--- src/rtl/roic_readout_scheduler.sv ---
// ----------------------------------------------------------------------------
// roic_readout_scheduler
// Reads out one line from the ROIC deserializer channels. Each enabled
// channel is visited in ascending order, one channel at a time. For each
// channel the block waits for that channel to be ready, then requests it and
// forwards its words as a single tagged output stream. A channel that never
// becomes ready is skipped after a timeout.
//
// Ports
//   data_read_clk      read clock; all logic runs on its rising edge
//   deser_reset_n      asynchronous active-low reset
//   line_start         single-cycle pulse that starts one line readout
//   ch_enable_mask     channels included in the line, sampled at line start
//   valid_read_enable  per-channel ready-to-read
//   reordered_data_a/b per-channel data words
//   reordered_valid    per-channel data valid
//   data_read_req      one-hot (or zero) read request to the channel array
//   out_data_a/b       registered output words
//   out_valid          output word valid
//   out_ch             channel index of the output word
//   out_first/out_last first/last word of a channel burst
//   busy               line in progress
//   line_done          one-cycle end-of-line pulse
//   timeout_mask       channels skipped by timeout in the current line
//   overrun            sticky: line_start seen while busy
// ----------------------------------------------------------------------------
module roic_readout_scheduler #(
    parameter int unsigned NUM_CH       = 12,
    parameter int unsigned WORDS_PER_CH = 256,
    parameter int unsigned TIMEOUT_CYC  = 4096,
    parameter int unsigned GAP_CYC      = 2
) (
    input  logic                 data_read_clk,
    input  logic                 deser_reset_n,
    input  logic                 line_start,
    input  logic [NUM_CH-1:0]    ch_enable_mask,
    input  logic [NUM_CH-1:0]    valid_read_enable,
    input  logic [23:0]          reordered_data_a [NUM_CH-1:0],
    input  logic [23:0]          reordered_data_b [NUM_CH-1:0],
    input  logic [NUM_CH-1:0]    reordered_valid,
    output logic [NUM_CH-1:0]    data_read_req,
    output logic [23:0]          out_data_a,
    output logic [23:0]          out_data_b,
    output logic                 out_valid,
    output logic [3:0]           out_ch,
    output logic                 out_first,
    output logic                 out_last,
    output logic                 busy,
    output logic                 line_done,
    output logic [NUM_CH-1:0]    timeout_mask,
    output logic                 overrun
);

    localparam int unsigned CH_W  = 4;
    localparam int unsigned CNT_W = 16;
    localparam int unsigned GAP_W = 4;

    typedef enum logic [2:0] {
        S_IDLE,
        S_SEL,
        S_WAIT,
        S_READ,
        S_GAP,
        S_DONE
    } state_t;

    state_t             r_state;
    logic [NUM_CH-1:0]  r_lmask;
    logic [CH_W-1:0]    r_ch_ptr;
    logic [CH_W-1:0]    r_cur_ch;
    logic [CNT_W-1:0]   r_tcnt;
    logic [CNT_W-1:0]   r_wcnt;
    logic [GAP_W-1:0]   r_gcnt;

    logic               w_found;
    logic [CH_W-1:0]    w_sel;
    logic               w_vre_cur;
    logic               w_rv_cur;
    logic               w_last;
    logic [23:0]        w_da_cur;
    logic [23:0]        w_db_cur;

    // Lowest enabled channel at or above the channel pointer.
    always_comb begin
        w_found = 1'b0;
        w_sel   = '0;
        for (int i = int'(NUM_CH) - 1; i >= 0; i--) begin
            if (r_lmask[i] && (CH_W'(i) >= r_ch_ptr)) begin
                w_found = 1'b1;
                w_sel   = CH_W'(i);
            end
        end
    end

    // Selected-channel views; other channels are ignored.
    assign w_vre_cur = valid_read_enable[r_cur_ch];
    assign w_rv_cur  = reordered_valid[r_cur_ch];
    assign w_da_cur  = reordered_data_a[r_cur_ch];
    assign w_db_cur  = reordered_data_b[r_cur_ch];
    assign w_last    = (r_wcnt == CNT_W'(WORDS_PER_CH - 1));

    // Sequencer with registered outputs.
    always_ff @(posedge data_read_clk or negedge deser_reset_n) begin
        if (!deser_reset_n) begin
            r_state       <= S_IDLE;
            r_lmask       <= '0;
            r_ch_ptr      <= '0;
            r_cur_ch      <= '0;
            r_tcnt        <= '0;
            r_wcnt        <= '0;
            r_gcnt        <= '0;
            data_read_req <= '0;
            out_data_a    <= '0;
            out_data_b    <= '0;
            out_valid     <= 1'b0;
            out_ch        <= '0;
            out_first     <= 1'b0;
            out_last      <= 1'b0;
            busy          <= 1'b0;
            line_done     <= 1'b0;
            timeout_mask  <= '0;
            overrun       <= 1'b0;
        end else begin
            out_valid <= 1'b0;
            out_first <= 1'b0;
            out_last  <= 1'b0;
            line_done <= 1'b0;

            // Any line_start outside IDLE (DONE included) is lost.
            if (line_start && (r_state != S_IDLE)) begin
                overrun <= 1'b1;
            end

            case (r_state)
                S_IDLE: begin
                    if (line_start) begin
                        r_lmask      <= ch_enable_mask;
                        timeout_mask <= '0;
                        busy         <= 1'b1;
                        r_ch_ptr     <= '0;
                        r_state      <= S_SEL;
                    end
                end

                S_SEL: begin
                    if (w_found) begin
                        r_cur_ch <= w_sel;
                        r_tcnt   <= '0;
                        r_state  <= S_WAIT;
                    end else begin
                        line_done <= 1'b1;
                        r_state   <= S_DONE;
                    end
                end

                S_WAIT: begin
                    if (w_vre_cur) begin
                        data_read_req <= NUM_CH'(1) << r_cur_ch;
                        r_wcnt        <= '0;
                        r_state       <= S_READ;
                    end else if (r_tcnt == CNT_W'(TIMEOUT_CYC - 1)) begin
                        timeout_mask[r_cur_ch] <= 1'b1;
                        r_ch_ptr               <= r_cur_ch + CH_W'(1);
                        r_state                <= S_SEL;
                    end else begin
                        r_tcnt <= r_tcnt + CNT_W'(1);
                    end
                end

                S_READ: begin
                    if (w_rv_cur) begin
                        out_data_a <= w_da_cur;
                        out_data_b <= w_db_cur;
                        out_valid  <= 1'b1;
                        out_ch     <= r_cur_ch;
                        out_first  <= (r_wcnt == '0);
                        out_last   <= w_last;
                        r_wcnt     <= r_wcnt + CNT_W'(1);
                        if (w_last) begin
                            data_read_req <= '0;
                            r_ch_ptr      <= r_cur_ch + CH_W'(1);
                            r_gcnt        <= '0;
                            r_state       <= (GAP_CYC == 0) ? S_SEL : S_GAP;
                        end
                    end
                end

                S_GAP: begin
                    if (r_gcnt == GAP_W'(GAP_CYC - 1)) begin
                        r_state <= S_SEL;
                    end else begin
                        r_gcnt <= r_gcnt + GAP_W'(1);
                    end
                end

                S_DONE: begin
                    busy    <= 1'b0;
                    r_state <= S_IDLE;
                end

                default: begin
                    r_state <= S_IDLE;
                end
            endcase
        end
    end

    // At most one channel is ever requested.
    a_req_onehot0: assert property (@(posedge data_read_clk) disable iff (!deser_reset_n)
        $onehot0(data_read_req));

endmodule

--- config.mk ---
export PLATFORM = sky130hd
export DESIGN_NAME = roic_readout_scheduler
export DESIGN_NICKNAME = d
export VERILOG_FILES = /design/src/rtl/roic_readout_scheduler.sv
export SDC_FILE = /design/constraint.sdc
export NUM_CORES = 1
export LEC_CHECK = 0
export CAP_MARGIN = 20
export CORE_AREA = 2 2 271 273
export CTS_BUF_LIST = sky130_fd_sc_hd__clkbuf_4
export DETAILED_ROUTE_END_ITERATION = 10
export DIE_AREA = 0 0 273 275
export GPL_ROUTABILITY_DRIVEN = 0
export PLACE_DENSITY = 0.48
export SETUP_SLACK_MARGIN = 0.1
export SYNTH_ARGS = -nofsm -noshare
export SYNTH_HDL_FRONTEND = slang
export SYNTH_SLANG_ARGS = --single-unit
--- constraint.sdc ---
create_clock -name data_read_clk -period 2.6 [get_ports data_read_clk]
set_clock_uncertainty 0.15 [all_clocks]
set_input_delay 0.65 -clock data_read_clk [delete_from_list [all_inputs] [get_ports data_read_clk]]
set_output_delay 0.65 -clock data_read_clk [all_outputs]
set_load 0.1 [all_outputs]
==> flow_summary_export.csv <==
group,metric,value,unit
clock_network,cts_buffer_depth,2,
placement,dp_hpwl,56550,um
critical_path,cp.required,3.03,ns
critical_path,critical-path-max-stage-delay,0.59,ns
sta,slew-limit-headroom,66.88,%
critical_path,crit_cells,6,
critical_path,reg2reg_depth,6,
yosys,synthFlopType,"dfrtp_1",
critical_path,cp_top_family,"multiplexers",
route,drc_errors,0,
die,rows,99,
critical_path,endpoint_kind,"register",
yosys,synth_edf_count,0,
clock_network,cts_tree,"built",
grt,grt_max_degree,60,
sta,finalCritPeriodShare,98.61,%
route,firstDrtPassIters,5,
placement,portBuffers,696,
finish,nets,2418,
die,die_w,273,um
die,start_util,15.15,%
route,routedWlPerCell,24.75,um
yosys,avgSynthCellArea,10.46,sq um
grt,antenna_found_initial,26,
critical_path,path_cells,"mux4_2 > and3_4 > a41oi_4 > buf_6 > and3_4 > mux2_4",
grt,grt_overflow_total,0,
sta,fmax,390.0,MHz
grt,grt_first_pass_wirelength,90350,um
clock_network,cts_root_buf,"clkbuf_4",
sta,worst_pin_slew,0.4968,ns
yosys,synth_nets,1674,
finish,multiInputGateArea,7196,sq um
critical_path,arrival,3.00,ns
yosys,synth_area,10960,sq um
die,core-area,72340,sq um
hold_path,hold_path_class,"input port to asynchronous set/reset pin",
route,via_count,12230,
power_and_ir_drop,powerDensity,1003,nW/um^2
sta,rsz0062_at_grt,"yes",
power_and_ir_drop,p_leak,7.871,nW
yosys,ys_ff_latch,141,
critical_path,cp-start-kind,"register",
critical_path,cp_max_fo,7,
yosys,syn_inst,1048,
finish,final_common_cell,"clkdlybuf4s50_1",
critical_path,critPathKind,"register to register",
sta,hold_viol_final,0,
finish,register_area,3543,sq um
grt,grt.total_usage,16.92,%
power_and_ir_drop,total_power,20.37,mW
finish,mostFrequentLayoutCells,"613 x clkdlybuf4s50_1, 192 x nand2_1, 162 x buf_4",
finish,stdcell_count,2769,
sta,slew_viol_final,0,
clock_network,path_clk_slew,0.16,ns
sta,finalSetupViolations,0,
die,dieArea,75080,sq um
sta,period_minus_slack,2.564,ns
critical_path,path_buf_inv,1,
grt,grt_pass1_vias,12270,
sta,whs,0.2251,ns
die,pin_count,697,
yosys,async_flop_share,100.0,%
clock_network,cts_buffers,17,
power_and_ir_drop,vdd_drop_max,719.9,uV
clock_network,htreeDepth,4,
clock_network,clock-sinks,141,
route,vias_per_cell,4.418,
yosys,yosys_warnings,0,
finish,drive_above_1_share,24.65,%
finish,fin_util,28.07,%
yosys,yosysSeqAreaShare,32.19,%
sta,setup_ws,0.03617,ns
yosys,synth_cell_types,73,
finish,fillers,7610,
route,wl,68530,um
placement,dp_slack,-0.4428,ns
die,die_h,275,um
job,max_cap_violations,0,
critical_path,critPathSlowestCell,"dfrtp_4",
placement,placed_cells,2705,
critical_path,cp_common_cell,"and3_4",
route,antenna_left,0,
clock_network,clk_latency,0.70,ns
finish,area.growth.synth_to_final,85.25,%
run_status,outcome,"complete, no violations",
route,drt_iter0_markers,925,
[cell usage after synthesis (all sizes together) (7+ instances only)]
| cell | number | area share, % |
|---|---|---|
| a21oi | 117 | 5.3 |
| a31oi | 8 | 0.46 |
| and3 | 7 | 0.45 |
| buf | 47 | 2.2 |
| clkbuf | 41 | 1.4 |
| dfrtp | 141 | 32 |
| ha | 11 | 1.3 |
| inv | 17 | 0.58 |
| mux2 | 19 | 2.0 |
| mux2i | 7 | 0.64 |
| mux4 | 148 | 30 |
| nand2 | 194 | 6.7 |
| nand3 | 26 | 1.2 |
| nand4 | 11 | 0.76 |
| nor2 | 63 | 2.2 |
| o21ai | 77 | 3.5 |
| xnor2 | 12 | 0.96 |
| xor2 | 12 | 0.96 |
[metrics by stage]
stage | setup TNS [ns] | area, sq um
4_1_cts | 0 | 19820
3_3_place_gp | -27.10 | 19400
2_1_floorplan | 0 | 10960
5_1_grt | -0.07732 | 20300
3_5_place_dp | -27.37 | 19400
6_report | 0 | 20300
[routing by layer]
| metal | global-route usage (%) | vias to the layer above | wire length (um) |
|---|---|---|---|
| met5 | 0 | - | 31 |
| li1 | - | 5460 | - |
| met3 | 3.587 | 80 | 4756 |
| met1 | 21.75 | 6134 | 28140 |
| met2 | 29.18 | 553 | 34380 |
| met4 | 3.538 | 6 | 1212 |
[cells by family after synthesis]
group / Yosys count / synth area share, %
DFF: 141 / 32.19
adders and majority gates: 11 / 1.256
muxes: 174 / 33.04
xor gates and xnor gates: 24 / 1.918
buffers and inverters: 106 / 4.178
AOI/OAI and AO/OA: 243 / 12.87
and+or+nand+nor: 349 / 14.55
[registers in the layout (all words and copies together) (netlist names), 12 cells and up]
| signal | cells |
|---|---|
| out_data_b | 24 |
| timeout_mask | 12 |
| r_lmask | 12 |
| r_wcnt | 16 |
| out_data_a | 24 |
| r_tcnt | 16 |
| data_read_req | 12 |
[cell type report]
type | count | area share (%)
clock inverter | 14 | 0.8627
timing repair buffer | 812 | 39.28
clock buffer | 18 | 0.6655
antenna | 5 | 0.06162
sequential | 141 | 17.45
tap | 959 | 5.910
multi-input combinational | 802 | 35.44
inverter | 18 | 0.3328
[repair_timing]
item / 4_1_cts / 5_1_grt
setup buffers: 6 / 14
hold buffers: 1 / 0
hold endpoints to repair: 141 / 0
pin swaps: 3 / 26
setup endpoints to repair: 20 / 90
gates resized for setup: 10 / 56
gates cloned: 0 / 6
[power breakdown]
group | internal, mW | leakage, nW | switching, mW
Clock | 0.624 | 0.163 | 1.08
Combinational | 5.93 | 5.87 | 9.05
Sequential | 2.94 | 1.83 | 0.734
Total | 9.50 | 7.87 | 10.9
[worst paths after layout]
check,slack (ns),startpoint,endpoint
setup / recovery,0.04,r_cur_ch[0],r_ch_ptr[0]
hold / removal,0.23,deser_reset_n,r_lmask[4]
setup reg to reg,0.04,r_cur_ch[0],r_ch_ptr[0]
hold reg to reg,0.34,out_ch[3],out_ch[3]
max in group asynchronous,1.48,deser_reset_n,line_done
min in group data_read_clk,0.34,out_ch[3],out_ch[3]
(Power assumes the default switching activity.)
